<file path="src/rtl/dcache_controller_pkg.sv">
// -----------------------------------------------------------------------------
// rv32i_package: the shared RV32I core types, plus the data cache FSM state.
//   cpu_req_type   : addr, data, rw (1 = write), valid. Used core->cache and
//                    cache->memory.
//   cpu_res_type   : data, ready. Used cache->core and memory->cache.
//   dcache_state_t : controller FSM states.
// -----------------------------------------------------------------------------
package rv32i_package;

    typedef struct packed {
        logic [31:0] addr;
        logic [31:0] data;
        logic        rw;
        logic        valid;
    } cpu_req_type;

    typedef struct packed {
        logic [31:0] data;
        logic        ready;
    } cpu_res_type;

    typedef enum logic [2:0] {
        IDLE          = 3'd0,
        COMPARE       = 3'd1,
        ALLOCATE      = 3'd2,
        WRITE_THROUGH = 3'd3,
        RESPOND       = 3'd4
    } dcache_state_t;

endpackage

</file>
<file path="src/rtl/dcache_controller_array.sv">
// -----------------------------------------------------------------------------
// dcache_array: line storage for the direct-mapped data cache.
//   clk, rst       : clock, async active-high reset (clears valid bits only)
//   rd_idx_i       : combinational read index
//   rd_valid_o/rd_tag_o/rd_data_o : contents of line rd_idx_i
//   we_i, wr_idx_i, wr_tag_i, wr_data_i : synchronous write; sets valid
// -----------------------------------------------------------------------------
module dcache_array #(
    parameter int LINES = 64,
    parameter int IDX_W = $clog2(LINES),
    parameter int TAG_W = 30 - IDX_W
) (
    input  logic             clk,
    input  logic             rst,
    input  logic [IDX_W-1:0] rd_idx_i,
    output logic             rd_valid_o,
    output logic [TAG_W-1:0] rd_tag_o,
    output logic [31:0]      rd_data_o,
    input  logic             we_i,
    input  logic [IDX_W-1:0] wr_idx_i,
    input  logic [TAG_W-1:0] wr_tag_i,
    input  logic [31:0]      wr_data_i
);

    logic [LINES-1:0] valid_q;
    logic [TAG_W-1:0] tag_mem  [LINES];
    logic [31:0]      data_mem [LINES];

    always_ff @(posedge clk or posedge rst) begin
        if (rst) begin
            valid_q <= '0;
        end else if (we_i) begin
            valid_q[wr_idx_i] <= 1'b1;
        end
    end

    // Tag and data need no reset: a line is only looked at when valid.
    always_ff @(posedge clk) begin
        if (we_i) begin
            tag_mem[wr_idx_i]  <= wr_tag_i;
            data_mem[wr_idx_i] <= wr_data_i;
        end
    end

    assign rd_valid_o = valid_q[rd_idx_i];
    assign rd_tag_o   = tag_mem[rd_idx_i];
    assign rd_data_o  = data_mem[rd_idx_i];

endmodule

</file>
<file path="src/rtl/dcache_controller.sv">
// -----------------------------------------------------------------------------
// dcache_controller: direct-mapped, write-through, no-write-allocate data cache
// with one 32-bit word per line.
//   clk, rst : clock, async active-high reset
//   cpu_req  : core request (addr, data, rw, valid)
//   cpu_res  : core response (data, ready); ready is a one-cycle pulse
//   mem_req  : backing-memory request, held stable while valid
//   mem_res  : backing-memory response; ready honoured in ALLOCATE/WRITE_THROUGH
//   state_o  : current FSM state, for observation
// Handshake: a request is taken when valid is seen in IDLE; the core holds it
// until the ready pulse. Memory completes a transfer in any cycle it raises
// ready while a cache request is outstanding, including the first one.
// All outputs come straight from registers.
// -----------------------------------------------------------------------------
module dcache_controller
    import rv32i_package::*;
#(
    parameter int LINES = 64
) (
    input  logic          clk,
    input  logic          rst,
    input  cpu_req_type   cpu_req,
    output cpu_res_type   cpu_res,
    output cpu_req_type   mem_req,
    input  cpu_res_type   mem_res,
    output dcache_state_t state_o
);

    localparam int IDX_W = $clog2(LINES);
    localparam int TAG_W = 30 - IDX_W;

    typedef struct packed {
        logic             valid;
        logic [TAG_W-1:0] tag;
        logic [31:0]      data;
    } line_t;

    dcache_state_t state_q, state_d;
    logic [29:0]   word_addr_q, word_addr_d;   // byte offset dropped at accept
    logic [31:0]   wdata_q, wdata_d;
    logic          rw_q, rw_d;
    cpu_res_type   cpu_res_q, cpu_res_d;
    cpu_req_type   mem_req_q, mem_req_d;

    line_t            rd_line;
    logic             hit;
    logic             arr_we;
    logic [31:0]      arr_wdata;
    logic [IDX_W-1:0] idx;
    logic [TAG_W-1:0] tag;

    // Byte offset within the word has no meaning for this cache.
    logic unused_addr_bits;
    assign unused_addr_bits = ^cpu_req.addr[1:0];

    assign idx = word_addr_q[IDX_W-1:0];
    assign tag = word_addr_q[29 -: TAG_W];

    dcache_array #(
        .LINES (LINES),
        .IDX_W (IDX_W),
        .TAG_W (TAG_W)
    ) u_array (
        .clk        (clk),
        .rst        (rst),
        .rd_idx_i   (idx),
        .rd_valid_o (rd_line.valid),
        .rd_tag_o   (rd_line.tag),
        .rd_data_o  (rd_line.data),
        .we_i       (arr_we),
        .wr_idx_i   (idx),
        .wr_tag_i   (tag),
        .wr_data_i  (arr_wdata)
    );

    assign hit = rd_line.valid && (rd_line.tag == tag);

    always_ff @(posedge clk or posedge rst) begin
        if (rst) begin
            state_q     <= IDLE;
            word_addr_q <= '0;
            wdata_q     <= '0;
            rw_q        <= 1'b0;
            cpu_res_q   <= '0;
            mem_req_q   <= '0;
        end else begin
            state_q     <= state_d;
            word_addr_q <= word_addr_d;
            wdata_q     <= wdata_d;
            rw_q        <= rw_d;
            cpu_res_q   <= cpu_res_d;
            mem_req_q   <= mem_req_d;
        end
    end

    always_comb begin
        state_d     = state_q;
        word_addr_d = word_addr_q;
        wdata_d     = wdata_q;
        rw_d        = rw_q;
        cpu_res_d   = '0;          // ready and data only live in RESPOND
        mem_req_d   = mem_req_q;
        arr_we      = 1'b0;
        arr_wdata   = wdata_q;

        case (state_q)
            IDLE: begin
                if (cpu_req.valid) begin
                    word_addr_d = cpu_req.addr[31:2];
                    wdata_d     = cpu_req.data;
                    rw_d        = cpu_req.rw;
                    state_d     = COMPARE;
                end
            end
            COMPARE: begin
                if (!rw_q) begin
                    if (hit) begin
                        cpu_res_d.data  = rd_line.data;
                        cpu_res_d.ready = 1'b1;
                        state_d         = RESPOND;
                    end else begin
                        mem_req_d.addr  = {word_addr_q, 2'b00};
                        mem_req_d.data  = '0;
                        mem_req_d.rw    = 1'b0;
                        mem_req_d.valid = 1'b1;
                        state_d         = ALLOCATE;
                    end
                end else begin
                    // Write hit refreshes the word; tag and valid rewrite to
                    // the values they already hold. Write miss leaves the line.
                    arr_we          = hit;
                    arr_wdata       = wdata_q;
                    mem_req_d.addr  = {word_addr_q, 2'b00};
                    mem_req_d.data  = wdata_q;
                    mem_req_d.rw    = 1'b1;
                    mem_req_d.valid = 1'b1;
                    state_d         = WRITE_THROUGH;
                end
            end
            ALLOCATE: begin
                if (mem_res.ready) begin
                    arr_we          = 1'b1;
                    arr_wdata       = mem_res.data;
                    cpu_res_d.data  = mem_res.data;
                    cpu_res_d.ready = 1'b1;
                    mem_req_d       = '0;
                    state_d         = RESPOND;
                end
            end
            WRITE_THROUGH: begin
                if (mem_res.ready) begin
                    cpu_res_d.ready = 1'b1;
                    mem_req_d       = '0;
                    state_d         = RESPOND;
                end
            end
            RESPOND: begin
                state_d = IDLE;
            end
            default: begin
                state_d = IDLE;
            end
        endcase
    end

    assign cpu_res = cpu_res_q;
    assign mem_req = mem_req_q;
    assign state_o = state_q;

endmodule
</file>
<file path="config.mk">
export PLATFORM = sky130hd
export DESIGN_NAME = dcache_controller
export DESIGN_NICKNAME = d
export VERILOG_FILES = /design/src/rtl/dcache_controller_pkg.sv /design/src/rtl/dcache_controller_array.sv /design/src/rtl/dcache_controller.sv
export SDC_FILE = /design/constraint.sdc
export NUM_CORES = 2
export LEC_CHECK = 0
export BUFFER_PORTS_ARGS = -buffer_cell sky130_fd_sc_hd__buf_2
export CORE_MARGIN = 10
export CORE_UTILIZATION = 45
export DETAILED_ROUTE_END_ITERATION = 10
export PLACE_DENSITY = 0.62
export SYNTH_ARGS = -nofsm -noshare
export SYNTH_HDL_FRONTEND = slang
export SYNTH_SLANG_ARGS = --single-unit
</file>
<file path="constraint.sdc">
create_clock -name clk -period 8.9 [get_ports clk]
set_input_delay 0.89 -clock clk [delete_from_list [all_inputs] [get_ports clk]]
set_output_delay 0.89 -clock clk [all_outputs]
set_load 0.1 [all_outputs]
</file>
Yosys cells after proc, flatten, opt, wreduce, memory -nomap -nowiden
Memory sizes are Yosys's and may differ from the RTL's.
Index checks and enable logic that the tools add are counted.
{"block": "totals", "mem_bits_rw": 3584, "register_bits": 229, "inputBits": 101, "output_inout_bits": 102, "memories": 2}
{"memory": "u_array.data_mem", "words": 64, "word_bits": 32, "read_ports": 1, "rd_ports_with_merged_regs": 0, "write_ports": 1, "line_no": "dcache_controller_array.sv:27", "source": "logic [31:0] data_mem [LINES];"}
{"memory": "u_array.tag_mem", "words": 64, "word_bits": 24, "read_ports": 1, "rd_ports_with_merged_regs": 0, "write_ports": 1, "line_no": "dcache_controller_array.sv:26", "source": "logic [TAG_W-1:0] tag_mem [LINES];"}
{"block": "op_classes", "n_reduce_logical": 8, "mux": 25, "eq_ne": 7, "bitwise": 1, "magnitude_cmp": 2}
{"cell": "two-way mux 66 bit", "count": 3}
{"cell": "one-hot mux 66 bit (2 select lines)", "count": 1}
{"cell": "two-way mux 33 bit", "count": 3}
{"cell": "two-way mux 32 bit", "count": 2}
{"cell": "OR 64 bit", "count": 1}
{"cell": "one-hot mux 32 bit (2 select lines)", "count": 1}
{"cell": "== test 24 bit", "count": 1}
{"cell": "two-way mux 3 bit", "count": 4}
{"cell": "one-hot mux 3 bit (3 select lines)", "count": 1}
{"cell": "< comparator 6 x 7 -> 1 bit, second input constant", "count": 1}
{"cell": "binary-select mux 1 bit (select 6 bit)", "count": 1}
{"cell": "demux 1 bit (select 6 bit)", "count": 1}
{"cell": "== test 3 x 2 -> 1 bit, second input constant", "count": 2}
{"cell": ">= comparator 6 x 1 -> 1 bit, second input constant", "count": 1}
{"cell": "two-way mux 1 bit", "count": 6}
{"cell": "AND reduction 2 bit", "count": 2}
{"cell": "== test 3 x 1 -> 1 bit, second input constant", "count": 1}
{"cell": "logical NOT 3 bit", "count": 1}
{"cell": "inequality test 3 bit, second input constant", "count": 1}
{"cell": "one-hot mux 1 bit (3 select lines)", "count": 1}
{"cell": "AND reduction 3 bit", "count": 1}
{"cell": "logical AND 1 bit", "count": 2}
{"cell": "inequality test 2 x 1 -> 1 bit, second input constant", "count": 1}
{"cell": "inequality test 2 bit, second input constant", "count": 1}
{"cell": "3 further kinds", "count": 3}

Longest topological paths before layout
{"block": "logic_depth", "word_depth": 7, "ltp_mapped": 18}

Hierarchy
A second synthesis with hierarchy kept.
{"block": "hier_totals", "hier_cells": 6604, "area_unflattened_um2": 144930.2}
{"module": "dcache_array", "area_each_um2": 138024.9, "n_inst": 1, "cells_per_inst": 5996, "seq_area_each_um2": 109224.8}
{"module": "dcache_controller", "area_each_um2": 6905.4, "n_inst": 1, "cells_per_inst": 608, "seq_area_each_um2": 4078.9}

Worst setup path after synthesis
Ideal clock, no wire load.
{"block": "synth_path", "kind": "register to register", "from": "register word_addr_q[1]", "to": "memory u_array.data_mem[27][0], enable pin", "required_ns": 8.361, "n_path_buf": 8, "t_arrival_ns": 7.206, "path_slack_ns": 1.155, "setup_ns": 0.539, "path_stages_with_launch": 19, "path_cell_list": "dfrtp_1 > buf_4 > buf_6 > buf_6 > buf_2 > buf_2 > buf_2 > mux4_2 > mux2i_1 > o22ai_1 > nor4_2 > xor2_1 > nand3_1 > nor4_1 > nand3_1 > o21a_1 > buf_4 > buf_2 > nor3_1"}
{"block": "synth_between", "elab_chain_len": 7}
{"element": "from (decl)", "line_no": "dcache_controller.sv:39", "source": "logic [29:0] word_addr_q, word_addr_d;"}
{"element": "from (signal assigned)", "line_no": "dcache_controller.sv:88", "source": "word_addr_q <= word_addr_d;"}
{"element": "memory read (64 x 24 bit) / binary-select mux 1 bit (select 6 bit) (equally long branches)"}
{"element": "== test 24 bit / two-way mux 1 bit (equally long branches)", "line_no": "dcache_controller.sv:76, dcache_controller_array.sv:45"}
{"element": "logical AND 1 bit", "line_no": "dcache_controller.sv:76", "source": "assign hit = rd_line.valid && (rd_line.tag == tag);"}
{"element": "two-way mux 1 bit", "line_no": "dcache_controller.sv:116", "source": "if (!rw_q) begin"}
{"element": "one-hot mux 1 bit (2 select lines)", "line_no": "dcache_controller.sv:106", "source": "case (state_q)"}
{"element": "two-way mux 1 bit", "line_no": "dcache_controller_array.sv:39", "source": "if (we_i) begin"}
{"element": "two-way mux 1 bit (implied by the code)", "line_no": "dcache_controller_array.sv:41", "source": "data_mem[wr_idx_i] <= wr_data_i;"}
{"element": "to (decl)", "line_no": "dcache_controller_array.sv:27"}
Several ways; a longest one is shown, not always the timed one. The select of a mux whose other input is x is not followed.

Worst setup path after layout
{"block": "layout_path", "from": "register word_addr_q[0]", "to": "memory u_array.tag_mem[33][10] (netlist name), enable pin"}
{"block": "layout_between", "elab_chain_len": 7}
{"element": "memory read (64 x 24 bit) / binary-select mux 1 bit (select 6 bit) (equally long branches)"}
{"element": "== test 24 bit / two-way mux 1 bit (equally long branches)", "line_no": "dcache_controller.sv:76, dcache_controller_array.sv:45"}
{"element": "logical AND 1 bit", "line_no": "dcache_controller.sv:76"}
{"element": "two-way mux 1 bit", "line_no": "dcache_controller.sv:116"}
{"element": "one-hot mux 1 bit (2 select lines)", "line_no": "dcache_controller.sv:106"}
{"element": "two-way mux 1 bit", "line_no": "dcache_controller_array.sv:39"}
{"element": "two-way mux 1 bit (implied by the code)", "line_no": "dcache_controller_array.sv:40", "source": "tag_mem[wr_idx_i] <= wr_tag_i;"}
{"element": "to (decl)", "line_no": "dcache_controller_array.sv:26"}
Several ways; a longest one is shown, not always the timed one. The select of a mux whose other input is x is not followed.

==> impl_metrics.toml <==
[layout]
final_core_util_pct = 51.5
area_growth_pct = 14.1
final_layout_size_suffix_gt1_share_pct = 20.8
fillers = 24900
fin_nets = 8248

[floorplan]
die_x_um = 585
rows = 207
ios = 203
die_h_um = 585
start_util_pct = 45.2
die_area_um2 = 342000
core-area_um2 = 318000

[yosys]
ys_top_cells_by_area = "edfxtp_1 (75%), dfrtp_1 (4.0%), mux4_2 (3.9%)"
synth_area_um2 = 143000
synthArstFlopShare_pct = 5.96
ys_seq_area_share_pct = 79.0
ys_warn_count = 0
ys_ff_latch = 3811
synthCells = 7750
ys_types = 87
synth_edf_count = 3584
synth.avg_cell_area_um2 = 18.5
yosys.area.top_type_share_pct = 75.0
yosysTopAreaCell = "edfxtp_1"
synth_ff_type = "edfxtp_1"

[timing]
slew_viol_final = 0
setup_viol = 0
rsz0062_at_grt = "false"
fin_skew_ns = 0.0745
final.period_utilization_pct = 80.4
whs_ns = 0.147
hold_viol = 0
tightest_slew_ns = 1.25
tns_ns = 0
max_freq_ghz = 0.140
slew_headroom_pct = 16.5
setup_ws_ns = 1.74
min_period_ns = 7.16

[grt]
grt_pass1_vias = 81600
antenna_found_initial = 40
grt.total_usage_pct = 28.5
grt_max_degree = 124
overflow = 0
grt_pass1_wl_mm = 680

[clock_tree]
clkLatencyLatePin_ns = 0.95
clk_pin_slew_ns = 0.06
cts_tree = "done"
cts_sinks = 3811
ctsHoldBuffers = 0
clk_path_buf_depth = 4
cts_htree_levels = 5
cts_buffers = 370
post-cts-setup-buffers = 0
root_buffer = "clkbuf_16"
cts_resized = 0

[critical_path]
rrSetupSlack_ns = 1.74
critical_path_class = "flop to flop"
crit_path_end_kind = "flop"
r2r_end = "u_array.tag_mem[33][10]"
reg2reg_depth = 14
crit_arrival_ns = 7.71
critPathRequiredTime_ns = 9.45
cp_max_fo = 93
r2r-start = "word_addr_q[0]"
setup.worst_path.start_class = "flop"

[detailed_routing]
wl_per_cell_um = 39.8
via_per_inst = 6.77
dr.pass1.iters = 9
postRouteWirelength_mm = 505
drc_errors = 0
drt_iter0_drc = 14600
vias = 85900
drtAntennaViolNets = 0

[pwr]
fin_total_pwr_mw = 57.6
power.density_nw_per_um2 = 352
leakagePower_nw = 52.2
ir_drop_mv = 0.308

[flow_run]
drv_cap = 0

[run_status]
status = "finished, final reports clean"

[placed_design]
gp_congestion = 0.855
pre_cts_ws_ns = 2.00
dp_hpwl_mm = 269
io_buffers = 198

[worst_hold_path]
hold_class = "primary input to asynchronous set/reset pin"
[synthesized netlist by cell type, types with 10 or more instances]
| master | n |
|---|---|
| nor4_1 | 113 |
| o21bai_1 | 40 |
| o211ai_1 | 10 |
| a22o_1 | 71 |
| mux4_2 | 251 |
| and3_1 | 14 |
| a22oi_1 | 122 |
| o22a_1 | 34 |
| nor2_1 | 126 |
| inv_1 | 32 |
| mux2_2 | 226 |
| o21ai_1 | 22 |
| o21ai_0 | 137 |
| a211oi_1 | 22 |
| a32oi_1 | 10 |
| or3b_2 | 19 |
| clkbuf_1 | 252 |
| nand3_1 | 54 |
| a221oi_1 | 82 |
| dfrtp_1 | 227 |
| nand3b_1 | 36 |
| nand4_1 | 22 |
| mux2i_1 | 281 |
| buf_2 | 144 |
| buf_4 | 32 |
| buf_6 | 26 |
| nand2b_1 | 21 |
| nor3_1 | 106 |
| a31oi_1 | 11 |
| o41ai_1 | 23 |
| nand2_1 | 251 |
| buf_1 | 84 |
| edfxtp_1 | 3584 |
| o31ai_2 | 17 |
| o221ai_1 | 147 |
| a21oi_1 | 156 |
| o31ai_1 | 16 |
| o22ai_1 | 774 |
[critical path, stage by stage, from the launching register on]
cell	delay, ns
dfrtp_4	0.93
buf_12	0.48
nor2b_4	0.32
buf_4	0.39
a221oi_1	0.35
o21ai_0	0.14
a221o_1	0.37
nor4_1	0.38
xnor2_1	0.26
nor4_1	0.47
nand3_1	0.28
o21a_4	0.53
buf_12	0.36
nor2_4	0.60
buf_4	0.48
[cells by family (layout without fill, tap and decap cells)]
group | Yosys count | in the layout | share of synthesized area, %
buffers and inverters | 573 | 1273 | 1.85
muxes | 758 | 758 | 7.67
AOI/OAI and AO/OA | 1754 | 1754 | 8.40
xor gates and xnor gates | 16 | 16 | 0.0977
DFF | 3811 | 3811 | 79.0
other | 1 | 48 | 0.00261
and+or+nand+nor | 837 | 837 | 3.02
[registers in the layout, indices dropped and copies added, names as in the netlist]
register,cells
rw_q,1
cpu_res,33
state_o,3
u_array.valid_q,64
mem_req,64
wdata_q,32
u_array.tag_mem,1536
word_addr_q,30
u_array.data_mem,2048
[final cells by class]
cell class,instances,area (um^2),area share (%)
antenna,46,115,0.0703
clock inverter,199,1960,1.20
multi-input combinational,3367,28100,17.2
sequential,3811,113000,69.2
tap,4180,5230,3.19
clock buffer,477,10000,6.12
timing repair buffer,563,4830,2.95
inverter,34,144,0.0879
[metal layers]
metal	vias up	track usage [%]	wire (um)
met5	-	0	288
met4	24	16.1	33900
met3	1366	7.69	65100
met2	6745	43.6	227000
met1	44700	37.1	178000
li1	33000	-	-
[per-stage QoR]
step / cells / cell area, um^2
floorplan: 7751 / 143000
global placement: 12000 / 152000
detailed placement: 12000 / 152000
CTS: 12600 / 164000
global route: 12700 / 164000
finish: 12700 / 164000
[how the worst max path moves through the flow]
stage / slack [ns] / startpoint / cells after the start / endpoint
floorplan: 1.16 / word_addr_q[1] / 18 / u_array.data_mem[27][0]
global placement: 2.02 / word_addr_q[0] / 13 / u_array.tag_mem[33][7]
detailed placement: 2.00 / word_addr_q[0] / 13 / u_array.tag_mem[33][7]
CTS: 1.94 / word_addr_q[0] / 13 / u_array.data_mem[50][24]
global route: 1.71 / word_addr_q[0] / 13 / u_array.tag_mem[33][10]
finish: 1.74 / word_addr_q[0] / 14 / u_array.tag_mem[33][10]
[power breakdown]
| part | switching [mW] | internal, mW | total (mW) | leakage [nW] |
|---|---|---|---|---|
| Clock | 6.76 | 8.93 | 15.7 | 5.85 |
| Sequential | 0.766 | 22.9 | 23.7 | 34.9 |
| Combinational | 13.5 | 4.76 | 18.3 | 11.5 |
| Total | 21.0 | 36.6 | 57.6 | 52.2 |
[cells in the final DEF (no fill, tap or decap), types with 147 or more instances in the layout]
master and n:
mux2_2 226, mux2i_1 281, buf_4 277, edfxtp_1 3584, clkbuf_16 379, nand2_1 241, o22ai_1 774, buf_2 198
dfrtp_1 197, mux4_2 251, a21oi_1 156, o221ai_1 147
Note: power is estimated with default switching activity, not from simulation.
